### config.mk
export PLATFORM = sky130hd
export DESIGN_NAME = tug_input_ctrl
export DESIGN_NICKNAME = d
export VERILOG_FILES = /design/src/rtl/tug_input_ctrl.sv
export SDC_FILE = /design/constraint.sdc
export NUM_CORES = 1
export LEC_CHECK = 0
export ABC_CLOCK_PERIOD_IN_PS = 1150
export CORE_AREA = 2 2 39 41
export CTS_BUF_LIST = sky130_fd_sc_hd__clkbuf_16
export CTS_CLUSTER_SIZE = 8
export DETAILED_ROUTE_END_ITERATION = 8
export DIE_AREA = 0 0 41 43
export DONT_BUFFER_PORTS = 1
export MAX_ROUTING_LAYER = met4
export PLACE_DENSITY = 0.73
export SLEW_MARGIN = 5
export SYNTH_ARGS = -nofsm -noshare
export SYNTH_HDL_FRONTEND = slang
export SYNTH_SLANG_ARGS = --single-unit
### constraint.sdc
create_clock -name clk -period 1.15 [get_ports clk]
set_input_delay 0.23 -clock clk [delete_from_list [all_inputs] [get_ports clk]]
set_output_delay 0.23 -clock clk [all_outputs]
set_load 0.03 [all_outputs]
### src/rtl/tug_input_ctrl.sv
// Tug-of-war input conditioner: sync + debounce raw keys into one-cycle L/R move pulses.
// Press-to-pulse latency is DEBOUNCE_CYCLES+1 edges after the key is sampled; freeze masks pulses only.
// `define CPU_PLAYER_EN to replace the right key with an LFSR-driven computer player.
module tug_input_ctrl #(
  parameter int DEBOUNCE_CYCLES = 4
) (
  input  logic       clk,
  input  logic       reset,
  input  logic       key_l_n,
  input  logic       key_r_n,
  input  logic       freeze,
  input  logic [8:0] cpu_speed,
  output logic       L,
  output logic       R
);

  localparam int CW = $clog2(DEBOUNCE_CYCLES + 1);
  localparam logic [CW-1:0] LAST = CW'(DEBOUNCE_CYCLES - 1);

`ifdef CPU_PLAYER_EN
  localparam int NK = 1;
`else
  localparam int NK = 2;
`endif

  logic [NK-1:0] key_n;
  logic [NK-1:0] s1;
  logic [NK-1:0] s2;
  logic [NK-1:0] deb;
  logic [NK-1:0] press;
  logic [CW-1:0] cnt [NK];

`ifdef CPU_PLAYER_EN
  assign key_n = key_l_n;
`else
  assign key_n = {key_r_n, key_l_n};
`endif

  // Index 0 is the left key; index 1 (when present) is the right key.
  always_ff @(posedge clk) begin
    for (int k = 0; k < NK; k++) begin
      if (reset) begin
        s1[k]  <= 1'b1;
        s2[k]  <= 1'b1;
        deb[k] <= 1'b1;
        cnt[k] <= '0;
      end else begin
        s1[k] <= key_n[k];
        s2[k] <= s1[k];
        if (s2[k] == deb[k]) begin
          cnt[k] <= '0;
        end else if (cnt[k] == LAST) begin
          deb[k] <= s2[k];
          cnt[k] <= '0;
        end else begin
          cnt[k] <= cnt[k] + 1'b1;
        end
      end
    end
  end

  // Only the released->pressed flip of the debounced level produces a move.
  always_comb begin
    press = '0;
    for (int k = 0; k < NK; k++) begin
      press[k] = deb[k] & ~s2[k] & (cnt[k] == LAST);
    end
  end

  always_ff @(posedge clk) begin
    if (reset) begin
      L <= 1'b0;
    end else begin
      L <= press[0] & ~freeze;
    end
  end

`ifdef CPU_PLAYER_EN
  logic [9:0] lfsr;
  logic       unused_key_r;

  assign unused_key_r = key_r_n;

  // LFSR free-runs through freeze so the CPU move pattern is not stalled by game-over.
  always_ff @(posedge clk) begin
    if (reset) begin
      lfsr <= 10'h001;
      R    <= 1'b0;
    end else begin
      lfsr <= {lfsr[8:0], lfsr[9] ^ lfsr[6]};
      R    <= (lfsr[8:0] < cpu_speed) & ~R & ~freeze;
    end
  end
`else
  logic unused_cpu_speed;

  assign unused_cpu_speed = ^cpu_speed;

  always_ff @(posedge clk) begin
    if (reset) begin
      R <= 1'b0;
    end else begin
      R <= press[1] & ~freeze;
    end
  end
`endif

endmodule

==> results.yml, run 1 <==
outcome:
  outcome: "complete, but fails checks"
  violations: "setup timing"
synth:
  synth_area_leader_cell: "edfxtp_1"
  ys_top_cells_by_count: "dfxtp_1, edfxtp_1, ha_1"
  seq_area_frac_synth_pct: 57.1
  ys_warn_count: 0
  avgSynthCellArea_sq_um: 12.7
  synth_mux_area_share_pct: 3.36
  synth_top_family_by_area: "simple AND/OR/NAND/NOR gates"
  synth-xor-area-share_pct: 0
  synthSimpleGateAreaFrac_pct: 21.8
  synthArstFlopShare_pct: 0
  yosysUniqueCellTypes: 14
  synth_flop_cell: "dfxtp_1"
  synth.cell_area_sq_um: 596
  synth_compound_area_share_pct: 0
  synth.area.top_cells: "edfxtp_1, dfxtp_1, ha_1"
  yosysMostFrequentCell: "dfxtp_1"
  synth-edff-count: 6
  synth_cells: 47
  yosysTopAreaCellShare_pct: 30.3
  synth-seq-cells: 14
  synth_fa_ha_area_share_pct: 12.6
setup_path:
  crit_type: "register to register"
  critPathLaunchType: "register"
  crit_required_ns: 1.21
  r2r_end: "cnt[1][2]"
  critPathMaxFanout: 5
  crit_arrival_ns: 1.27
  cp-end-kind: "register"
  worstRegToRegCells: 3
  reg2reg_slack_ns: -0.05
  regToRegStartpoint: "cnt[1][0]"
route:
  wl_met1_microns: 396
  dr.pass1.iters: 3
  top_layer: "met4"
  wl_met2_microns: 339
  wl_met3_microns: 64
  vias: 346
  via_per_inst: 4.74
  ant_nets: 0
  routedWlPerCell_microns: 11.4
  wl_microns: 831
  drc_errors: 0
  drtIter0Drc: 6
hold_path:
  hold_path.startpoint: "key_l_n"
  min_to: "s1[0]"
  min_path_type: "input port to register"
  holdPathStages: 1
floorplan:
  die_h_microns: 43
  io_pins: 16
  die_x_microns: 41
  initial_core_util_pct: 43.0
  die_area_sq_um: 1760
  num_rows: 14
  coreArea_sq_um: 1380
grt:
  grtUsageTotal_pct: 13.6
  antenna_found_initial: 0
  grt_pass1_wl_mm: 1.45
  overflow: 0
  grt_pass1_vias: 336
  grt_max_degree: 16
timing:
  clock_skew_ns: 0.00109
  final-setup-viol-count: 7
  rsz0062_at_grt: "true"
  fmax_mhz: 831
  period_share_pct: 105
  finalHoldViolations: 0
  period_minus_slack_ns: 1.20
  finalMaxSlewViolations: 0
  postLayoutSetupSlackWorst_ns: -0.0532
  fin_setup_tns_ns: -0.201
clock_tree:
  cts_root_buf: "clkbuf_16"
  tritoncts: "done"
  cts.clk_slew.worst_paths_ns: 0.04
  cts_buffer_depth: 2
  cts.sinks: 14
  cts-htree-levels: 1
  cts_hold_buffers: 0
  clock_latency_ns: 0.24
  cts_buffers: 3
finish:
  diodes: 0
  drive_above_1_share_pct: 36.8
  fillers: 113
  final_core_util_pct: 57.1
  finalNetCount: 78
  fin_cells: 73
  area_delta_synth_final_pct: 32.8
power_and_ir_drop:
  pwr-share-clk_pct: 51.8
  power_density_nw_per_um2: 1580
  cellLeakagePower_nw: 0.309
  swShare_pct: 17.7
  internal_power_mw: 1.03
  ir_drop_mv: 0.901
  comb_power_share_pct: 4.7
  seq_power_share_pct: 43.5
  p_sw_uw: 221
run:
  drv_cap: 0
placed_design:
  hpwlAfterDp_microns: 567
  placed_cells: 69
  gp_congestion: 0.724
  portBuffers: 0
kinds of logic after synthesis:
family                     Yosys count
buffers and inverters                5
adders and majority gates            6
and+or+nand+nor                     19
other                                1
DFF                                 14
muxes                                2
sequential cells by signal (all words and copies together) (netlist names):
name	flops
s2	2
L	1
deb	2
R	1
cnt	6
s1	2
metrics by stage:
step / hold slack (ns) / cell area (sq um) / setup slack [ns] / total power [mW]
final: 0.0896 / 791 / -0.0532 / 1.25
after global placement: 0.336 / 648 / -0.0483 / 0.592
after floorplan: 0.334 / 624 / -0.00488 / 0.590
after global routing: 0.0839 / 791 / -0.101 / 1.29
after detailed placement: 0.336 / 648 / -0.118 / 0.594
after CTS: 0.0865 / 782 / -0.0525 / 1.26
layout make-up:
cell class / count / area [sq um] / share of cell area [%]
tap: 16 / 20.0 / 2.53
sequential: 14 / 340 / 43.0
timing repair buffer: 2 / 15.0 / 1.90
inverter: 4 / 15.0 / 1.90
clock buffer: 3 / 75.1 / 9.49
multi-input combinational: 33 / 322 / 40.7
clock inverter: 1 / 3.75 / 0.475
worst max-delay path by stage:
stage | start | end | slack, ns | cells after the start
finish | cnt[1][0] | cnt[1][2] | -0.05 | 3
global route | cnt[1][0] | cnt[1][1] | -0.10 | 3
CTS | cnt[1][0] | cnt[1][2] | -0.05 | 3
detailed placement | cnt[1][0] | cnt[1][0] | -0.12 | 3
global placement | cnt[1][0] | cnt[1][1] | -0.05 | 3
floorplan | cnt[1][0] | cnt[1][2] | -0.005 | 3
repair_timing:
item	CTS	global route
pin swaps	5	0
gates resized for setup	8	1
setup endpoints to repair	8	8
buffers inserted	0	0
critical path, cell delays in order, from the launching register on:
cell	delay (ns)
edfxtp_1	0.40
ha_2	0.21
ha_4	0.17
nor4_1	0.24
power by group through the flow:
stage	clock [mW]	sequential (mW)	combinational, mW
global route	0.683	0.544	0.0671
CTS	0.665	0.543	0.0547
global placement	0	0.551	0.0411
finish	0.647	0.543	0.0581
detailed placement	0	0.552	0.0423
floorplan	0	0.550	0.0403
cells in the final DEF, fill, tap and decap left out, drive strengths merged:
cell type	count
inv	4
conb	6
nor4b	2
nor4	4
dfxtp	8
edfxtp	6
clkbuf	3
buf	2
clkinv	1
and3	2
mux2i	2
ha	6
nor2b	2
nor2	5
or2	4
routing by layer:
layer / global-route usage [%] / vias to the layer above
met4: 12.0 / 0
met1: 18.8 / 155
met2: 13.8 / 10
li1: - / 177
met5: - / -
met3: 6.81 / 4
Note: power is estimated with default switching activity, not from simulation.
==> inputs of run 2 (changes only) <==
--- a/config.mk
+++ b/config.mk
@@ -16,2 +16,3 @@
 export PLACE_DENSITY = 0.73
+export RECOVER_POWER = 50
 export SLEW_MARGIN = 5
--- a/constraint.sdc
+++ b/constraint.sdc
@@ -3,2 +3,2 @@
 set_output_delay 0.23 -clock clk [all_outputs]
-set_load 0.03 [all_outputs]
+set_load 0.05 [all_outputs]
==> run 2 against run 1 <==
  * The run still ends with setup timing left
  * Non-clock buffer count rose by 5
  * Clock power fell by 0.6%
  * Clock-buffer cell count did not move
  * Die area did not move
  * Worst hold slack improved by 0.0030 ns
  * Final cell count rose by 6.8%
  * Wire length rose by 8.7%
  * Critical path depth did not move
  * Register-to-register slack barely moved
  * Clock skew rose by 0.00076 ns
  * Global-route usage rose by 0.43 points
  * Sequential share of layout area fell by 2.8 points
  * Largest cell class unchanged
==> results.yml, run 2 (same netlist as run 1, synthesis figures left out) <==
outcome:
  outcome: "complete, but fails checks"
  violations: "setup timing"
hold_path:
  min_path_type: "input port to register"
  hold_path.startpoint: "key_l_n"
power_and_ir_drop:
  ir_drop_mv: 0.999
  p_sw_uw: 223
  cellLeakagePower_nw: 0.332
  seq_power_share_pct: 43.1
  pwr-share-clk_pct: 51.2
  swShare_pct: 17.8
  comb_power_share_pct: 5.7
  power.total_mw: 1.26
  power_density_nw_per_um2: 1490
  internal_power_mw: 1.03
route:
  ant_nets: 0
  vias: 372
  drc_errors: 0
  via_per_inst: 4.77
  routedWlPerCell_microns: 11.6
  drtIter0Drc: 4
  dr.pass1.iters: 3
  wl_microns: 903
clock_tree:
  cts.clk_slew.worst_paths_ns: 0.04
  tritoncts: "done"
  cts.sinks: 14
  cts_root_buf: "clkbuf_16"
  clock_latency_ns: 0.24
  cts_buffer_depth: 2
  cts_buffers: 3
  cts-htree-levels: 1
floorplan:
  initial_core_util_pct: 43.0
  die_x_microns: 41
  io_pins: 16
  num_rows: 14
  die_area_sq_um: 1760
  die_h_microns: 43
  coreArea_sq_um: 1380
timing:
  final-setup-viol-count: 8
  postLayoutSetupSlackWorst_ns: -0.0558
  clock_skew_ns: 0.00186
  period_share_pct: 105
  period_minus_slack_ns: 1.21
  rsz0062_at_grt: "true"
  fmax_mhz: 829
  finalMaxSlewViolations: 0
  finalHoldViolations: 0
finish:
  mostFrequentLayoutCells: "dfxtp_1, buf_4, edfxtp_1, conb_1, nor2_1"
  diodes: 0
  top_register: "cnt"
  largest_register_ffs: 6
  fin_cells: 78
  finalNetCount: 83
  final_common_cell: "dfxtp_1"
  fillers: 102
  seqCellArea_sq_um: 340
  multiInputGateArea_sq_um: 339
  area_delta_synth_final_pct: 42.0
  drive_above_1_share_pct: 46.8
placed_design:
  hpwlAfterDp_microns: 565
  placed_cells: 71
  gp_congestion: 0.718
  portBuffers: 0
run:
  drv_cap: 0
setup_path:
  path_cells: "ha_2 -> ha_4 -> nor4_4"
  critPathLaunchType: "register"
  critPathMaxFanout: 5
  slowest_delay_ns: 0.40
  crit_type: "register to register"
  regToRegStartpoint: "cnt[1][0]"
  crit_required_ns: 1.22
  cp-end-kind: "register"
  cp-startpoint: "cnt[1][0]"
  critical_path.slowest_cell: "edfxtp_1"
  crit_arrival_ns: 1.28
grt:
  grt_pass1_vias: 367
  antenna_found_initial: 0
  grt_max_degree: 16
  grtUsageTotal_pct: 14.1
  overflow: 0
  grt_pass1_wl_mm: 1.53
==> run 2: changes by cell type in the layout (fill, tap and decap cells not counted), sizes merged <==
cell	change
buf	+5
==> run 2: repair_timing <==
| item | in CTS | in global routing |
|---|---|---|
| endpoints found under the setup margin | 8 | 8 |
| pin swaps | 6 | 0 |
| setup buffers | 0 | 3 |
| gates resized for setup | 6 | 8 |
| hold buffers | 0 | 0 |
==> run 2: per-stage QoR <==
stage | utilization, % | hold WS [ns] | TNS, ns | worst slack, ns | cell area, sq um
finish | 61.1 | 0.0926 | -0.239 | -0.0558 | 846
global route | 61.1 | 0.0829 | -0.741 | -0.105 | 846
CTS | 56.5 | 0.0846 | -0.194 | -0.0578 | 782
detailed placement | 47.9 | 0.337 | -0.457 | -0.0737 | 663
global placement | 47.9 | 0.336 | -0.259 | -0.0668 | 663
floorplan | - | 0.334 | -0.00488 | -0.00488 | 624
==> run 2: metal layers <==
metal / wire [microns] / vias to the layer above / global-route usage (%)
met5: 0 / - / -
met1: 404 / 170 / 17.2
met2: 437 / 10 / 18.4
met3: 37 / 4 / 3.66
met4: 23 / 0 / 12.0
li1: - / 188 / -
==> run 2: worst paths after layout <==
check / to / cells after the start / slack [ns]
worst min-delay path: s1[0] / 1 / 0.09
worst max-delay path: cnt[1][2] / 3 / -0.06
worst max register to register: cnt[1][2] / 3 / -0.06
worst min register to register: s2[1] / 1 / 0.41
==> run 2: worst max-delay path, delay by kind of cell (launching register included) <==
kind,cells,cell delay [ns]
flops,1,0.40
fa+ha+maj,2,0.40
simple gates,1,0.24
==> run 2: cell type report <==
class | count | area share, %
clock buffers | 3 | 8.88
clock inverters | 1 | 0.444
inverters | 4 | 1.78
multi-input cells | 33 | 40.1
flip-flops and latches | 14 | 40.2
well taps | 16 | 2.37
repair buffers | 7 | 6.21
==> run 2: power groups by stage <==
stage	clock network, mW	logic, mW	registers (mW)
4_1_cts	0.665	0.0550	0.543
2_1_floorplan	0	0.0403	0.550
3_5_place_dp	0	0.0440	0.551
5_1_grt	0.684	0.0789	0.544
3_3_place_gp	0	0.0420	0.550
6_report	0.643	0.0716	0.543
==> inputs of run 3 (changes only) <==
CORE_AREA = 5 5 42 44   (was 2 2 39 41)
DIE_AREA = 0 0 47 49   (was 0 0 41 43)
MAX_ROUTING_LAYER = unset   (was met4)
==> run 3 against run 2 <==
  * The run still ends with setup timing left
  * Maximum frequency up 1.5%
  * Critical path depth unchanged
  * Non-clock buffer count decreased by 3
  * Via count fell by 4.0%
  * Register-to-register slack better by 0.02 ns
  * Wire length increased by 2.0%
  * Design area fell by 3.8%
  * Core utilization decreased by 3.1 points
  * Sequential share of layout area up 1.6 points
  * Worst setup slack better by 0.018 ns
  * Worst hold slack worse by 0.0052 ns
  * Critical path type unchanged
  * Largest cell class unchanged
==> results.yml, run 3 (same netlist as run 1, synthesis figures left out) <==
outcome:
  outcome: "complete, but fails checks"
  violations: "setup timing"
route:
  dr.pass1.iters: 3
  routedWlPerCell_microns: 12.3
  vias: 357
  wl_met1_microns: 415
  top_layer: "met4"
  wl_met2_microns: 412
  wl_microns: 921
  via_per_inst: 4.76
  drc_errors: 0
  drtIter0Drc: 6
  ant_nets: 0
  wl_met3_microns: 57
finish:
  largest_register_ffs: 6
  top_register: "cnt"
  final_common_cell: "dfxtp_1"
  fin_area_sq_um: 813
  fillers: 117
  diodes: 0
  area_delta_synth_final_pct: 36.6
  drive_above_1_share_pct: 42.4
  finalNetCount: 80
  mostFrequentLayoutCells: "dfxtp_1, edfxtp_1, conb_1"
setup_path:
  crit_required_ns: 1.23
  cp_num_buf_inv: 0
  critPathLaunchType: "register"
  crit_arrival_ns: 1.26
  crit_type: "register to register"
  slowest_delay_ns: 0.39
  critical_path.slowest_cell: "edfxtp_1"
  path_cells: "ha_2 -> ha_4 -> nor4b_2"
  critPathMaxFanout: 5
  cp-end-kind: "register"
  path_delay_family: "adder cells"
power_and_ir_drop:
  power_density_nw_per_um2: 1550
  ir_drop_mv: 1.16
  power.total_mw: 1.26
  cellLeakagePower_nw: 0.315
clock_tree:
  cts_buffer_depth: 2
  clock_latency_ns: 0.24
  cts-htree-levels: 1
  cts.clk_slew.worst_paths_ns: 0.05
  cts_buffers: 3
  cts.sinks: 14
  cts_root_buf: "clkbuf_16"
  tritoncts: "done"
floorplan:
  die_h_microns: 49
  coreArea_sq_um: 1400
  num_rows: 14
  initial_core_util_pct: 42.5
  io_pins: 16
  die_x_microns: 47
  die_area_sq_um: 2300
placed_design:
  place_ws_ns: -0.0861
  placed_cell_area_sq_um: 663
  portBuffers: 0
  gp_congestion: 0.663
grt:
  grtUsageTotal_pct: 9.69
  grt_pass1_wl_mm: 1.50
  antenna_found_initial: 0
  overflow: 0
  grt_max_degree: 16
  grt_pass1_vias: 340
timing:
  finalMaxSlewViolations: 0
  fmax_mhz: 842
  final-setup-viol-count: 6
  rsz0062_at_grt: "true"
  postLayoutSetupSlackWorst_ns: -0.0375
  period_share_pct: 103
  finalHoldViolations: 0
  clock_skew_ns: 0.000675
  holdWs_ns: 0.0874
  period_minus_slack_ns: 1.19
run:
  drv_cap: 0
hold_path:
  min_path_type: "input port to register"
## run 3: cell types whose count changed in the layout (fill, tap and decap cells not counted)
cell and change:
and3_1 +1, and3_4 -1, buf_4 -3, nor2b_2 +1
nor2b_4 -1, nor4_2 -1, nor4_4 +1, nor4b_2 +1
nor4b_4 -1
## run 3: routing by layer
metal,track usage [%],vias to the layer above
li1,-,184
met1,12.1,159
met2,11.8,10
met3,4.80,4
met4,8.29,0
met5,0,-
## run 3: worst paths after layout
kind | slack, ns | start | cells past startpoint | to
max | -0.04 | cnt[1][0] | 3 | cnt[1][1]
min | 0.09 | key_l_n | 1 | s1[0]
max reg2reg | -0.04 | cnt[1][0] | 3 | cnt[1][1]
min reg2reg | 0.41 | s1[0] | 1 | s2[0]
## run 3: per-stage QoR
stage,TNS [ns],instances,utilization (%)
3_3_place_gp,-0.254,71,47.3
6_report,-0.155,75,58.0
2_1_floorplan,-0.00488,52,-
4_1_cts,-0.179,75,56.6
3_5_place_dp,-0.421,71,47.3
5_1_grt,-0.643,75,58.0
## run 3: repair_timing
action                     in CTS  in global routing
pin swaps                       8                  3
setup endpoints to repair       8                  8
hold buffers                    0                  0
resized for setup               9                  3
setup buffers                   0                  0
## run 3: final cells by class
class	instances	area, sq um	area share [%]
clock inverter	1	3.75	0.462
multi-input combinational	33	329	40.5
inverter	4	15.0	1.85
clock buffer	3	75.1	9.23
timing repair buffer	4	30.0	3.69
tap	16	20.0	2.46
sequential	14	340	41.8
## run 3: power by group
group	internal (mW)	total [mW]	leakage, nW	switching (mW)
combinational	0.0322	0.0618	0.149	0.0296
sequential	0.536	0.542	0.127	0.00604
clock	0.459	0.658	0.0385	0.198
total	1.03	1.26	0.315	0.234
